===== config.mk =====
export PLATFORM = sky130hd
export DESIGN_NAME = alu_mc
export DESIGN_NICKNAME = d
export VERILOG_FILES = /design/src/rtl/alu_mc.sv
export SDC_FILE = /design/constraint.sdc
export NUM_CORES = 1
export LEC_CHECK = 0
export BUFFER_PORTS_ARGS = -buffer_cell sky130_fd_sc_hd__buf_2
export CORE_MARGIN = 5
export CORE_UTILIZATION = 45
export CTS_CLUSTER_DIAMETER = 120
export DETAILED_ROUTE_END_ITERATION = 6
export HOLD_SLACK_MARGIN = 0.02
export MAX_ROUTING_LAYER = met4
export PLACE_DENSITY = 0.66
export SYNTH_ARGS = -nofsm -noshare
export SYNTH_HDL_FRONTEND = slang
export SYNTH_SLANG_ARGS = --single-unit
export TNS_END_PERCENT = 30

===== constraint.sdc =====
create_clock -name clk -period 2.35 [get_ports clk]
set_input_delay 0.1175 -clock clk [delete_from_list [all_inputs] [get_ports clk]]
set_output_delay 0.1175 -clock clk [all_outputs]
set_load 0.01 [all_outputs]

===== src/rtl/alu_mc.sv =====
`timescale 1ns/1ps
`default_nettype none
// ============================================================================
// Module   : alu_mc
// Purpose  : Registered valid/ready ALU with zero/carry/overflow flags. Define
//            ALU_MUL_EN to build the iterative shift-add mul/mulhu unit.
// Revision : 1.0  initial release
// ============================================================================
module alu_mc #(
  parameter int WIDTH = 32
) (
  input  logic             clk,
  input  logic             rstn,
  input  logic             in_valid,
  output logic             in_ready,
  input  logic [WIDTH-1:0] A,
  input  logic [WIDTH-1:0] B,
  input  logic [3:0]       ALU_operation,
  output logic             out_valid,
  input  logic             out_ready,
  output logic [WIDTH-1:0] res,
  output logic             zero,
  output logic             carry,
  output logic             overflow
);

  localparam int c_SHW = $clog2(WIDTH);
  localparam int c_MSB = WIDTH - 1;

  localparam logic [3:0] c_OP_ADD  = 4'b0000;
  localparam logic [3:0] c_OP_SUB  = 4'b0001;
  localparam logic [3:0] c_OP_SLL  = 4'b0010;
  localparam logic [3:0] c_OP_SLT  = 4'b0011;
  localparam logic [3:0] c_OP_SLTU = 4'b0100;
  localparam logic [3:0] c_OP_XOR  = 4'b0101;
  localparam logic [3:0] c_OP_SRL  = 4'b0110;
  localparam logic [3:0] c_OP_SRA  = 4'b0111;
  localparam logic [3:0] c_OP_OR   = 4'b1000;
  localparam logic [3:0] c_OP_AND  = 4'b1001;

`ifdef ALU_MUL_EN
  typedef enum logic [1:0] {S_IDLE = 2'd0, S_MUL = 2'd1, S_DONE = 2'd2} state_t;
`else
  typedef enum logic [1:0] {S_IDLE = 2'd0, S_DONE = 2'd2} state_t;
`endif

  state_t           r_state;
  state_t           w_state_nx;
  logic             w_accept;
  logic             w_load_alu;
  logic [WIDTH:0]   w_sum;
  logic [WIDTH:0]   w_diff;
  logic [c_SHW-1:0] w_shamt;
  logic [WIDTH-1:0] w_res;
  logic             w_carry;
  logic             w_ovf;
  logic             w_zero;
  logic [WIDTH-1:0] r_res;
  logic             r_zero;
  logic             r_carry;
  logic             r_ovf;

  assign in_ready  = rstn && ((r_state == S_IDLE) || ((r_state == S_DONE) && out_ready));
  assign w_accept  = in_valid && in_ready;
  assign out_valid = (r_state == S_DONE);
  assign res       = r_res;
  assign zero      = r_zero;
  assign carry     = r_carry;
  assign overflow  = r_ovf;

  assign w_shamt = B[c_SHW-1:0];
  assign w_sum   = {1'b0, A} + {1'b0, B};
  assign w_diff  = {1'b0, A} - {1'b0, B};

  always_comb begin
    w_res   = '0;
    w_carry = 1'b0;
    w_ovf   = 1'b0;
    case (ALU_operation)
      c_OP_ADD: begin
        w_res   = w_sum[c_MSB:0];
        w_carry = w_sum[WIDTH];
        w_ovf   = (A[c_MSB] == B[c_MSB]) && (w_sum[c_MSB] != A[c_MSB]);
      end
      c_OP_SUB: begin
        // The extra top bit of the difference is the unsigned borrow.
        w_res   = w_diff[c_MSB:0];
        w_carry = w_diff[WIDTH];
        w_ovf   = (A[c_MSB] != B[c_MSB]) && (w_diff[c_MSB] != A[c_MSB]);
      end
      c_OP_SLL:  w_res = A << w_shamt;
      c_OP_SLT:  w_res = {{(WIDTH-1){1'b0}}, ($signed(A) < $signed(B))};
      c_OP_SLTU: w_res = {{(WIDTH-1){1'b0}}, (A < B)};
      c_OP_XOR:  w_res = A ^ B;
      c_OP_SRL:  w_res = A >> w_shamt;
      c_OP_SRA:  w_res = $signed(A) >>> w_shamt;
      c_OP_OR:   w_res = A | B;
      c_OP_AND:  w_res = A & B;
      default:   w_res = '0;
    endcase
    w_zero = (w_res == '0);
  end

`ifdef ALU_MUL_EN
  localparam logic [3:0]     c_OP_MUL    = 4'b1010;
  localparam logic [3:0]     c_OP_MULHU  = 4'b1011;
  localparam logic [c_SHW:0] c_MUL_STEPS = (c_SHW+1)'(WIDTH);

  logic                 w_is_mul;
  logic                 w_mul_fin;
  logic [WIDTH-1:0]     w_mul_res;
  logic [2*WIDTH-1:0]   r_acc;
  logic [2*WIDTH-1:0]   r_mcand;
  logic [WIDTH-1:0]     r_mplier;
  logic [c_SHW:0]       r_cnt;
  logic                 r_hi;

  assign w_is_mul   = (ALU_operation == c_OP_MUL) || (ALU_operation == c_OP_MULHU);
  assign w_load_alu = w_accept && !w_is_mul;
  // Counter runs 0..WIDTH-1 doing steps; the extra count WIDTH is the result-select cycle.
  assign w_mul_fin  = (r_state == S_MUL) && (r_cnt == c_MUL_STEPS);
  assign w_mul_res  = r_hi ? r_acc[2*WIDTH-1:WIDTH] : r_acc[c_MSB:0];

  always_ff @(posedge clk or negedge rstn) begin
    if (!rstn) begin
      r_acc    <= '0;
      r_mcand  <= '0;
      r_mplier <= '0;
      r_cnt    <= '0;
      r_hi     <= 1'b0;
    end else if (w_accept && w_is_mul) begin
      r_acc    <= '0;
      r_mcand  <= {{WIDTH{1'b0}}, A};
      r_mplier <= B;
      r_cnt    <= '0;
      r_hi     <= ALU_operation[0];
    end else if ((r_state == S_MUL) && !w_mul_fin) begin
      if (r_mplier[0]) begin
        r_acc <= r_acc + r_mcand;
      end
      r_mcand  <= r_mcand << 1;
      r_mplier <= r_mplier >> 1;
      r_cnt    <= r_cnt + 1'b1;
    end
  end
`else
  assign w_load_alu = w_accept;
`endif

  always_comb begin
    w_state_nx = r_state;
    case (r_state)
      S_IDLE, S_DONE: begin
        if (w_accept) begin
`ifdef ALU_MUL_EN
          w_state_nx = w_is_mul ? S_MUL : S_DONE;
`else
          w_state_nx = S_DONE;
`endif
        end else if ((r_state == S_DONE) && out_ready) begin
          w_state_nx = S_IDLE;
        end
      end
`ifdef ALU_MUL_EN
      S_MUL: begin
        if (w_mul_fin) begin
          w_state_nx = S_DONE;
        end
      end
`endif
      default: w_state_nx = S_IDLE;
    endcase
  end

  always_ff @(posedge clk or negedge rstn) begin
    if (!rstn) begin
      r_state <= S_IDLE;
      r_res   <= '0;
      r_zero  <= 1'b0;
      r_carry <= 1'b0;
      r_ovf   <= 1'b0;
    end else begin
      r_state <= w_state_nx;
      if (w_load_alu) begin
        r_res   <= w_res;
        r_zero  <= w_zero;
        r_carry <= w_carry;
        r_ovf   <= w_ovf;
      end
`ifdef ALU_MUL_EN
      else if (w_mul_fin) begin
        r_res   <= w_mul_res;
        r_zero  <= (w_mul_res == '0);
        r_carry <= 1'b0;
        r_ovf   <= 1'b0;
      end
`endif
    end
  end

endmodule
`default_nettype wire


==> metrics.cfg <==
[status]
status = finished, violations left
violations = DRC, setup timing

[critical_path]
reg2reg_to = zero
crit_chain = buf_6 -> buf_4 -> ha_1 -> o21bai_4 -> buf_4 -> a21oi_1 -> mux2i_1 -> nand4b_1 -> nor4_2 -> nand4_1 -> nor4_2 -> buf_4 -> nand4_1 -> nor4_2 -> nand4_1 -> o41ai_2
start_kind = primary input
path_max_fanout = 7
ff2ff_path_depth = 12
rr_startpoint = r_state[1]
arrival_ns = 3.59
slowest_stage = mux2i_1
cp_slowest_stage_delay_ns = 0.39
crit_type = primary input to flip-flop
r2r_setup_slack_ns = -0.45
crit_required_ns = 2.53
endpoint_kind = flip-flop

[power_and_ir_drop]
swShare_pct = 45.43
p_int_mw = 3.469
p_total_mw = 6.357
p_comb_share_pct = 76.6
cellLeakagePower_nw = 8.655
pwr-share-seq_pct = 12.8
power_density_nw_per_um2 = 340.2
p_sw_mw = 2.888
clkPwrFrac_pct = 10.5
ir_worst_vdd_mv = 0.3463

[cells_and_area]
area_growth_pct = 68.85
nNetsFinal = 2356
fillerInstances = 1754
stdcell_area_um2 = 18680
final_common_cell = buf_4
drive_above_1_share_pct = 50.94
final_util_pct = 77.05
layout_common_cells = buf_4, nor2_1, nand2_1
final_cell_count_no_fill = 2509

[synthesis]
yosysUniqueCellTypes = 85
synth_top_area_cell = ha_1
syn_area_um2 = 11070
synth_sequential_area_ratio_pct = 8.141
synth.area.top_cells = ha_1, mux4_2, dfrtp_1
syn_avg_cell_area_um2 = 7.304
netlist_instances = 1515
yosys_warnings = 0
async_flop_share_pct = 100.0
synth.top_cell.area_share_pct = 11.31
synth_seq_cells = 36
synth-main-ff-cell = dfrtp_1
syn_nets = 1689
synth_edf_count = 0

[floorplanning]
start_util_pct = 45.63
die_x_um = 166.8
die_y_um = 166.8
fp.coreArea_um2 = 24250
top_level_ports = 109
rows = 57
die-area_um2 = 27830

[clock_network]
numCtsBuffers = 5
clk_latency_ns = 0.28
clk_pin_slew_ns = 0.05
clockBufferDepth = 2
cts_sinks = 36
root_buffer = clkbuf_16
cts_tree = done
cts_max_level = 2

[place]
placed_cells = 2445
place_area_um2 = 16600
place_ws_ns = -1.657
portBuffers = 108
dp_hpwl_mm = 50.70
routabilityCongestion = 1.101

[run]
maxCapViolCount = 0

[route]
viasPerCell = 6.727
drcViolationCount = 43
drt-pass1-iter-count = 7
num_vias = 16879
routed_wl_mm = 67.98
ant_nets = 0
wl_per_cell_um = 27.09
drtIter0Drc = 2646

[grt]
antenna_found_initial = 2
grt_pass1_wl_mm = 96.05
grt_remaining_overflow = 0
grt_max_degree = 57
grt_util_all_layers_pct = 45.16
grt_pass1_vias = 16281

[timing]
fin_ws_ns = -1.056
maxSlewHeadroom_pct = 24.19
skew_ns = 0.003053
fin_crit_sh_pct = 145.0
setup_viol = 30
rsz0062_at_grt = true
worst_pin_slew_ns = 1.123
finalHoldViolations = 0
fmax_mhz = 293.6
slew_violations = 0
period_needed_ns = 3.406

[min_path]
min_path_cells = 4
min_from = out_ready
hold-path-endpoint = r_state[1]
hold_class = primary input to flip-flop

[power groups by stage]
stage | registers [mW] | clock network (mW) | logic, mW
global route | 0.832 | 0.715 | 5.06
floorplan | 0.883 | 0 | 1.81
finish | 0.816 | 0.670 | 4.87
global placement | 0.813 | 0 | 3.98
detailed placement | 0.821 | 0 | 4.03
CTS | 0.811 | 0.668 | 4.35
[cells by family (layout without fill, tap and decap cells)]
logic type / after synthesis / count (layout) / share of synthesized area [%]
compound gates: 521 / 521 / 32.23
simple gates: 476 / 476 / 20.24
buf+inv: 233 / 901 / 8.322
mux: 138 / 138 / 18.69
fa+ha+maj: 102 / 102 / 11.67
flops: 36 / 36 / 8.141
xor+xnor: 9 / 9 / 0.7124
other cells: 0 / 2 / 0
[metal layers]
layer / up-vias / GRT usage (%) / share of wire, %
li1: 7096 / - / -
met4: 0 / 29.03 / 10
met1: 7832 / 53.21 / 34
met5: - / - / 0
met2: 1450 / 69.43 / 43
met3: 501 / 10.36 / 13
[layout make-up]
| type | instances | area (um^2) | share of cell area [%] |
|---|---|---|---|
| Multi-Input combinational cell | 1246 | 10500 | 56.20 |
| Inverter | 103 | 459.2 | 2.458 |
| Sequential cell | 36 | 900.9 | 4.822 |
| Clock buffer | 6 | 138.9 | 0.7433 |
| Timing Repair Buffer | 790 | 6264 | 33.52 |
| Clock inverter | 2 | 10.01 | 0.05357 |
| Antenna cell | 2 | 5.005 | 0.02679 |
| Tap cell | 324 | 405.4 | 2.170 |
[worst max-delay path by stage]
stage | start | to | slack [ns] | depth (start not counted)
floorplan | B[2] | res[31] | -1.03 | 16
global placement | B[1] | zero | -1.67 | 14
detailed placement | B[1] | zero | -1.66 | 14
CTS | A[0] | zero | -0.90 | 15
global route | A[2] | zero | -1.12 | 16
finish | A[2] | zero | -1.06 | 16
[flip-flops by register name, indices dropped and copies added, names as in the netlist]
register  count
carry         1
res          32
zero          1
r_state       1
overflow      1
[Yosys cell counts, types with 28 or more instances]
| cell type | instances |
|---|---|
| nor3_1 | 39 |
| clkbuf_1 | 91 |
| a21oi_1 | 127 |
| o21ai_0 | 89 |
| nand3_1 | 28 |
| dfrtp_1 | 36 |
| mux4_2 | 49 |
| nand2_1 | 142 |
| a211oi_1 | 36 |
| inv_1 | 101 |
| ha_1 | 100 |
| mux2i_1 | 42 |
| nor2_1 | 145 |
| mux2_2 | 43 |
[critical path: cells and delay by family]
kind	cells	cell delay, ns
AND/OR/NAND/NOR	7	1.39
AO/OA/AOI/OAI	3	0.80
buffers and inverters	4	0.60
multiplexers	1	0.39
adder cells (fa/ha/maj)	1	0.28
[through the flow]
step                      hold WS (ns)  TNS (ns)
after floorplan                -0.1781    -9.154
final                           0.2580    -13.01
after CTS                       0.2559    -10.54
after global routing            0.2982    -14.57
after global placement          0.2454    -26.36
after detailed placement        0.2613    -27.89
[repair_timing]
item                       CTS  global route
cloned                       3             1
hold buffers                 1             0
gates resized for setup    187           153
pin swaps                   53            64
setup buffers               30            26
setup endpoints to repair   31            34
hold endpoints to repair    36             0
Note: power is estimated with default switching activity, not from simulation.
